`config.mk`:
```
export PLATFORM = sky130hd
export DESIGN_NAME = noise_scheduler
export DESIGN_NICKNAME = d
export VERILOG_FILES = /design/src/rtl/noise_pkg.sv /design/src/rtl/noise_lfsr.sv /design/src/rtl/noise_scheduler.sv
export SDC_FILE = /design/constraint.sdc
export NUM_CORES = 1
export LEC_CHECK = 0
export CAP_MARGIN = 40
export CORE_ASPECT_RATIO = 0.6
export CORE_UTILIZATION = 45
export DETAILED_ROUTE_END_ITERATION = 6
export GPL_TIMING_DRIVEN = 0
export PLACE_DENSITY = 0.72
export SYNTH_ARGS = -nofsm -noshare
export SYNTH_HDL_FRONTEND = slang
export SYNTH_HIERARCHICAL = 1
export SYNTH_SLANG_ARGS = --single-unit
```
`constraint.sdc`:
```
create_clock -name clk -period 2.2 [get_ports clk]
set_clock_uncertainty 0.1 [all_clocks]
set_input_delay 0.33 -clock clk [delete_from_list [all_inputs] [get_ports clk]]
set_output_delay 0.33 -clock clk [all_outputs]
set_load 0.03 [all_outputs]
```
`src/rtl/noise_pkg.sv`:
```
`default_nettype none
// ============================================================================
// Module      : noise_pkg
// Description : Shared types and constants for the noise scheduler slice.
//               Holds the scheduler state encoding, the noise mode encoding,
//               the LFSR tap constant and the helper that maps a mode plus
//               LFSR bits to the number of bits flipped in a codeword.
// Revision    : 1.0 - initial release
// ============================================================================
package noise_pkg;

    typedef enum logic [1:0] {
        IDLE    = 2'd0,
        GEN     = 2'd1,
        PRESENT = 2'd2,
        DONE    = 2'd3
    } ns_state_t;

    typedef enum logic [1:0] {
        NM_NONE   = 2'd0,
        NM_SINGLE = 2'd1,
        NM_DOUBLE = 2'd2,
        NM_RANDOM = 2'd3
    } noise_mode_t;

    // Fibonacci taps for x^16+x^14+x^13+x^11+1 on a left-shifting register
    // (register bits 15, 13, 12, 10 feed the new LSB).
    localparam logic [15:0] C_LFSR_TAPS = 16'hB400;

    // Number of set bits in the mask for one codeword. In random mode the
    // two selector bits give 0, 1 or 2 directly; the unused code 3 means 0.
    function automatic logic [1:0] bits_for_mode(input noise_mode_t mode,
                                                 input logic [1:0]  sel);
        logic [1:0] k;
        k = 2'd0;
        case (mode)
            NM_NONE:   k = 2'd0;
            NM_SINGLE: k = 2'd1;
            NM_DOUBLE: k = 2'd2;
            NM_RANDOM: k = (sel == 2'b11) ? 2'd0 : sel;
            default:   k = 2'd0;
        endcase
        return k;
    endfunction

endpackage : noise_pkg
`default_nettype wire

```
`src/rtl/noise_lfsr.sv`:
```
`default_nettype none
// ============================================================================
// Module      : noise_lfsr
// Description : Fibonacci LFSR used to pick noise bit positions and counts.
//               Loads SEED on reset or load, advances one step on step.
// Ports       : clk   - clock, rising edge
//               rst   - synchronous reset, active-low (value <= SEED)
//               load  - reload SEED (has priority over step)
//               step  - advance one position
//               value - current register contents
// Revision    : 1.0 - initial release
// ============================================================================
module noise_lfsr
    import noise_pkg::*;
#(
    parameter int                LFSR_W = 16,
    parameter logic [LFSR_W-1:0] SEED   = 16'hACE1
) (
    input  logic              clk,
    input  logic              rst,
    input  logic              load,
    input  logic              step,
    output logic [LFSR_W-1:0] value
);

    localparam logic [LFSR_W-1:0] c_taps = LFSR_W'(C_LFSR_TAPS);

    logic [LFSR_W-1:0] r_value;
    logic              w_feedback;

    assign w_feedback = ^(r_value & c_taps);

    always_ff @(posedge clk) begin
        if (!rst) begin
            r_value <= SEED;
        end else if (load) begin
            r_value <= SEED;
        end else if (step) begin
            r_value <= {r_value[LFSR_W-2:0], w_feedback};
        end
    end

    assign value = r_value;

endmodule : noise_lfsr
`default_nettype wire

```
`src/rtl/noise_scheduler.sv`:
```
`default_nettype none
// ============================================================================
// Module      : noise_scheduler
// Description : Builds a per-codeword noise mask with 0/1/2 set bits at
//               LFSR-chosen positions, presents it to the XOR noise adder
//               aligned with the encoder output, and counts words and
//               flipped bits over a configured batch.
// Ports       : clk, rst (sync, active-low)
//               start, abort              - batch control
//               cfg_mode, cfg_num_words   - batch config, latched on start
//               enc_valid / enc_ready     - encoder handshake
//               noise, noise_valid        - mask to noise adder
//               out_ready                 - downstream accept
//               busy, done                - status
//               words_sent, bits_flipped  - batch counters
// Revision    : 1.0 - initial release
// ============================================================================
module noise_scheduler
    import noise_pkg::*;
#(
    parameter int                DATA_WIDTH = 32,
    parameter int                LFSR_W     = 16,
    parameter logic [LFSR_W-1:0] SEED       = 16'hACE1,
    parameter int                CNT_W      = 16
) (
    input  logic                  clk,
    input  logic                  rst,
    input  logic                  start,
    input  logic                  abort,
    input  logic [1:0]            cfg_mode,
    input  logic [CNT_W-1:0]      cfg_num_words,
    input  logic                  enc_valid,
    output logic                  enc_ready,
    output logic [DATA_WIDTH-1:0] noise,
    output logic                  noise_valid,
    input  logic                  out_ready,
    output logic                  busy,
    output logic                  done,
    output logic [CNT_W-1:0]      words_sent,
    output logic [CNT_W-1:0]      bits_flipped
);

    localparam int c_pos_w = $clog2(DATA_WIDTH);

    ns_state_t             r_state;
    ns_state_t             w_state_next;
    noise_mode_t           r_mode;
    logic [CNT_W-1:0]      r_num_words;
    logic [CNT_W-1:0]      r_words_sent;
    logic [CNT_W-1:0]      r_bits_flipped;
    logic [DATA_WIDTH-1:0] r_noise;
    logic [1:0]            r_k;

    logic [LFSR_W-1:0]     w_lfsr;
    logic                  w_start_accept;
    logic                  w_transfer;
    logic                  w_last;
    logic [1:0]            w_gen_k;
    logic [c_pos_w-1:0]    w_p1;
    logic [c_pos_w-1:0]    w_p2_raw;
    logic [c_pos_w-1:0]    w_p2;
    logic [DATA_WIDTH-1:0] w_gen_mask;
    logic [CNT_W:0]        w_bits_sum;
    logic [CNT_W-1:0]      w_bits_sat;
    logic                  w_unused_lfsr;

    // abort beats a simultaneous start
    assign w_start_accept = (r_state == IDLE) && start && !abort;
    assign w_transfer     = noise_valid && out_ready;
    assign w_last         = ((r_words_sent + CNT_W'(1)) == r_num_words);

    noise_lfsr #(
        .LFSR_W (LFSR_W),
        .SEED   (SEED)
    ) u_lfsr (
        .clk    (clk),
        .rst    (rst),
        .load   (w_start_accept),
        .step   (r_state == GEN),
        .value  (w_lfsr)
    );

    // Only selected LFSR bits feed the mask; the reduction keeps the rest
    // visibly consumed.
    assign w_unused_lfsr = ^w_lfsr;

    // ---------------------------------------------------------------- mask
    assign w_gen_k  = bits_for_mode(r_mode, w_lfsr[15:14]);
    assign w_p1     = w_lfsr[c_pos_w-1:0];
    assign w_p2_raw = w_lfsr[8 +: c_pos_w];
    // A colliding second position moves up one bit (wrapping at the top)
    // so a double-error word always flips exactly two bits.
    assign w_p2     = (w_p2_raw == w_p1) ? (w_p1 + c_pos_w'(1)) : w_p2_raw;

    always_comb begin
        w_gen_mask = '0;
        if (w_gen_k != 2'd0) begin
            w_gen_mask[w_p1] = 1'b1;
        end
        if (w_gen_k == 2'd2) begin
            w_gen_mask[w_p2] = 1'b1;
        end
    end

    // Flipped-bit counter saturates at all-ones instead of wrapping.
    assign w_bits_sum = {1'b0, r_bits_flipped} + (CNT_W+1)'(r_k);
    assign w_bits_sat = w_bits_sum[CNT_W] ? {CNT_W{1'b1}} : w_bits_sum[CNT_W-1:0];

    // ------------------------------------------------------- state register
    always_ff @(posedge clk) begin
        if (!rst) begin
            r_state <= IDLE;
        end else begin
            r_state <= w_state_next;
        end
    end

    // ----------------------------------------------------------- next state
    always_comb begin
        w_state_next = r_state;
        case (r_state)
            IDLE: begin
                if (w_start_accept) begin
                    w_state_next = (cfg_num_words == '0) ? DONE : GEN;
                end
            end
            GEN: begin
                w_state_next = abort ? IDLE : PRESENT;
            end
            PRESENT: begin
                if (abort) begin
                    w_state_next = IDLE;
                end else if (w_transfer) begin
                    w_state_next = w_last ? DONE : GEN;
                end
            end
            DONE: begin
                w_state_next = IDLE;
            end
            default: begin
                w_state_next = IDLE;
            end
        endcase
    end

    // -------------------------------------------------------------- outputs
    always_comb begin
        busy        = (r_state != IDLE);
        done        = (r_state == DONE);
        noise_valid = (r_state == PRESENT) && enc_valid;
        enc_ready   = (r_state == PRESENT) && enc_valid && out_ready;
    end

    // ------------------------------------------------------------- datapath
    always_ff @(posedge clk) begin
        if (!rst) begin
            r_mode         <= NM_NONE;
            r_num_words    <= '0;
            r_words_sent   <= '0;
            r_bits_flipped <= '0;
            r_noise        <= '0;
            r_k            <= 2'd0;
        end else begin
            if (w_start_accept) begin
                r_mode         <= noise_mode_t'(cfg_mode);
                r_num_words    <= cfg_num_words;
                r_words_sent   <= '0;
                r_bits_flipped <= '0;
            end
            if (r_state == GEN) begin
                r_noise <= w_gen_mask;
                r_k     <= w_gen_k;
            end
            // A transfer coinciding with abort still counts.
            if (w_transfer) begin
                r_words_sent   <= r_words_sent + CNT_W'(1);
                r_bits_flipped <= w_bits_sat;
            end
        end
    end

    assign noise        = r_noise;
    assign words_sent   = r_words_sent;
    assign bits_flipped = r_bits_flipped;

endmodule : noise_scheduler
`default_nettype wire
```
==> results.cfg <==
[pwr]
switching_share_pct = 26.4
p_sw_mw = 1.07
p_clk_share_pct = 39.3
combPwrFrac_pct = 12.8
p_per_area_nw_per_um2 = 541
power_frac_seq_pct = 47.9
peakVddDrop_mv = 0.438
intPower_mw = 2.99
power.leakage_nw = 2.72

[critical_path]
cp.arrival_ns = 1.77
path_cells = nor2b_4, nand3_4, inv_1, buf_6, clkbuf_4, buf_4
critPathSlowestCell = dfxtp_1
cp.required_ns = 1.77
crit_family = buffers and inverters
worst-path-buf-inv = 4
slowest_delay_ns = 0.39
endpoint_kind = primary output
critical_path_class = flip-flop to primary output
start_kind = flip-flop
path_max_fanout = 10

[sta]
setup_viol = 1
report.final.slew_viol_count = 0
finalHoldViolCount = 0
hold_slack_ns = 0.372
maxClockFrequency_mhz = 454
rsz0062_at_grt = yes
fin_crit_sh_pct = 100
slew_headroom_pct = 55.3
fin_crit_ns = 2.20
tightest_slew_ns = 0.671
tns_ns = -0.00376
fin_ws_ns = -0.00376

[cts]
htreeDepth = 3
numCtsBuffers = 9
hold_buffers = 0
clock_sinks = 102
clk_pin_slew_worst_paths_ns = 0.07
clock_latency_ns = 0.34
clockRootBuffer = clkbuf_16
cts_tree = done
clk_path_buf_depth = 2

[worst_hold_path]
hold_path.class = flip-flop to flip-flop

[outcome]
violations = setup timing
status = complete, but fails checks

[grt]
antenna_found_initial = 0
grt.met1_usage_pct = 40.0
grt_pass1_vias = 5253
grt_use_met2_pct = 41.1
grt_use_total_pct = 27.2
grtUsageMet3_pct = 5.36
grt-busiest-layer = met2
overflow = 0
grt_max_degree = 17
grt_pass1_wl_um = 27300

[detailed_routing]
vias = 5911
ant_nets = 0
dr.first_iter.drc_count = 656
first_pass_iters = 5
wl_um = 17800
wire_per_inst_um = 17.8
vias_per_cell = 5.92
drc_errors = 0

[yosys]
synth-xor-area-share_pct = 5.35
avgSynthCellArea_um2 = 7.69
synth-seq-cells = 102
synth-simple-area-share_pct = 23.1
ys_seq_area_share_pct = 37.0
synth_warnings = 6
synth_fp_nets = 750
netlist_instances = 718
yosys-mux-area-fraction_pct = 2.90
syn_area_um2 = 5520
synthAdderAreaFrac_pct = 1.95
synth_compound_gate_area_share_pct = 24.5
yosysUniqueCellTypes = 67
synth_edf_count = 0
async_reset_ff_share_pct = 0
synth_top_family_by_area = compound AO/OA/AOI/OAI gates
synth_flop_cell = dfxtp_1

[floorplan]
initial_core_util_pct = 47.6
io_pins = 92
die_area_um2 = 12700
die_h_um = 87.8
rows = 30
coreArea_um2 = 11600
die_x_um = 145

[layout]
n_antenna_cell = 0
syn_to_final_growth_pct = 35.9
fillCellCount = 960
mostFrequentLayoutCells = dfxtp_1, clkdlybuf4s50_1, a21oi_1, nor2_1, o21ai_0
nets = 866
layout-drive-gt1-share_pct = 16.3
utilization_pct = 64.7
layout_commonest_cell = dfxtp_1

[run]
max-cap-violations = 0

[placed_design]
gp_congestion = 0.941
hpwlAfterDp_um = 13000
io_buffers = 91
## through the flow
step | instance area (µm²) | setup WS (ns) | cells | power, mW
after global routing | 7500 | -0.0992 | 999 | 4.18
after CTS | 7220 | -0.0229 | 993 | 4.03
after detailed placement | 6670 | -0.790 | 969 | 2.45
after global placement | 6670 | -0.731 | 969 | 2.44
after floorplan | 5560 | -0.00678 | 718 | 2.26
final | 7500 | -0.00376 | 999 | 4.06
## metal layers
layer	vias up	routed length, µm
met5	-	0
met4	0	176
met3	26	1710
met2	298	7570
met1	2802	8350
li1	2785	-
## Yosys cell counts, types with 2 or more instances
master | count | share of area [%]
nor2b_1 | 9 | 1.0
mux2i_1 | 16 | 2.9
and2_1 | 7 | 0.79
or2_2 | 5 | 0.57
clkbuf_1 | 32 | 2.2
nand3b_1 | 4 | 0.54
nor2_1 | 81 | 5.5
and3_1 | 7 | 0.79
or3_2 | 3 | 0.41
buf_6 | 2 | 0.41
buf_2 | 13 | 1.2
inv_1 | 11 | 0.75
xnor2_1 | 21 | 3.3
o31ai_1 | 4 | 0.54
a31oi_1 | 7 | 0.79
a221oi_1 | 8 | 1.3
nand2b_1 | 14 | 1.6
o211ai_1 | 5 | 0.68
ha_1 | 7 | 1.6
dfxtp_1 | 102 | 37
o21ai_0 | 85 | 7.7
nand4_1 | 8 | 0.91
nand4b_1 | 2 | 0.32
nor4_1 | 4 | 0.45
nand3_1 | 20 | 1.8
nand2_1 | 75 | 5.1
xor2_1 | 9 | 1.4
xnor2_2 | 2 | 0.59
o22ai_1 | 4 | 0.45
a2111oi_0 | 2 | 0.32
nor3_1 | 10 | 0.91
and3b_1 | 2 | 0.32
or4_4 | 2 | 0.41
a211oi_1 | 2 | 0.27
or3_1 | 5 | 0.57
o32ai_1 | 4 | 0.63
a311oi_1 | 2 | 0.32
a21oi_1 | 89 | 8.1
a21o_1 | 4 | 0.54
a21oi_4 | 2 | 0.59
## what timing repair did
| item | 4_1_cts | 5_1_grt |
|---|---|---|
| gates resized for setup | 53 | 64 |
| buffers inserted | 9 | 8 |
| pin swaps | 10 | 19 |
| gates cloned | 1 | 0 |
| setup endpoints to repair | 69 | 67 |
## worst register-to-register path, delay by kind of cell (launching register included)
kind            cells  cell delay (ns)
flops               1             0.36
buf+inv             2             0.19
fa+ha+maj           2             0.49
compound gates      2             0.21
simple gates        4             0.75
## layout make-up
cell class | instances | area, µm² | share of cell area, %
Tap cell | 160 | 200 | 2.67
Multi-Input combinational cell | 553 | 3520 | 46.9
Buffer | 47 | 284 | 3.79
Sequential cell | 102 | 2070 | 27.6
Timing Repair Buffer | 109 | 1090 | 14.5
Clock buffer | 13 | 272 | 3.62
Clock inverter | 3 | 25.0 | 0.334
Inverter | 12 | 50.0 | 0.667
## cell families after synthesis
logic type	Yosys count
simple gates	265
compound gates	232
flops	102
buf+inv	63
xor+xnor	32
mux	16
fa+ha+maj	8
## power groups by stage
stage                     registers [mW]  clock network, mW  logic (mW)
after floorplan                     2.03                  0       0.230
after global placement              1.98                  0       0.460
after detailed placement            1.98                  0       0.471
after CTS                           1.94               1.60       0.489
after global routing                1.95               1.68       0.555
final                               1.94               1.59       0.520
## final timing paths
kind,startpoint,to,slack [ns],depth (start not counted)
setup / recovery,r_state[1],enc_ready,-0.004,6
hold / removal,r_num_words[7],r_num_words[7],0.37,2
setup reg to reg,bits_flipped[0],bits_flipped[5],0.03,10
hold reg to reg,r_num_words[7],r_num_words[7],0.37,2
## registers in the layout, summed over array words and instances, names as in the netlist
| name | cells |
|---|---|
| words_sent | 16 |
| r_num_words | 16 |
| r_mode | 2 |
| bits_flipped | 16 |
| u_lfsr/value | 16 |
| noise | 32 |
| r_k | 2 |
| r_state | 2 |
Power figures use the tool's default switching activity.
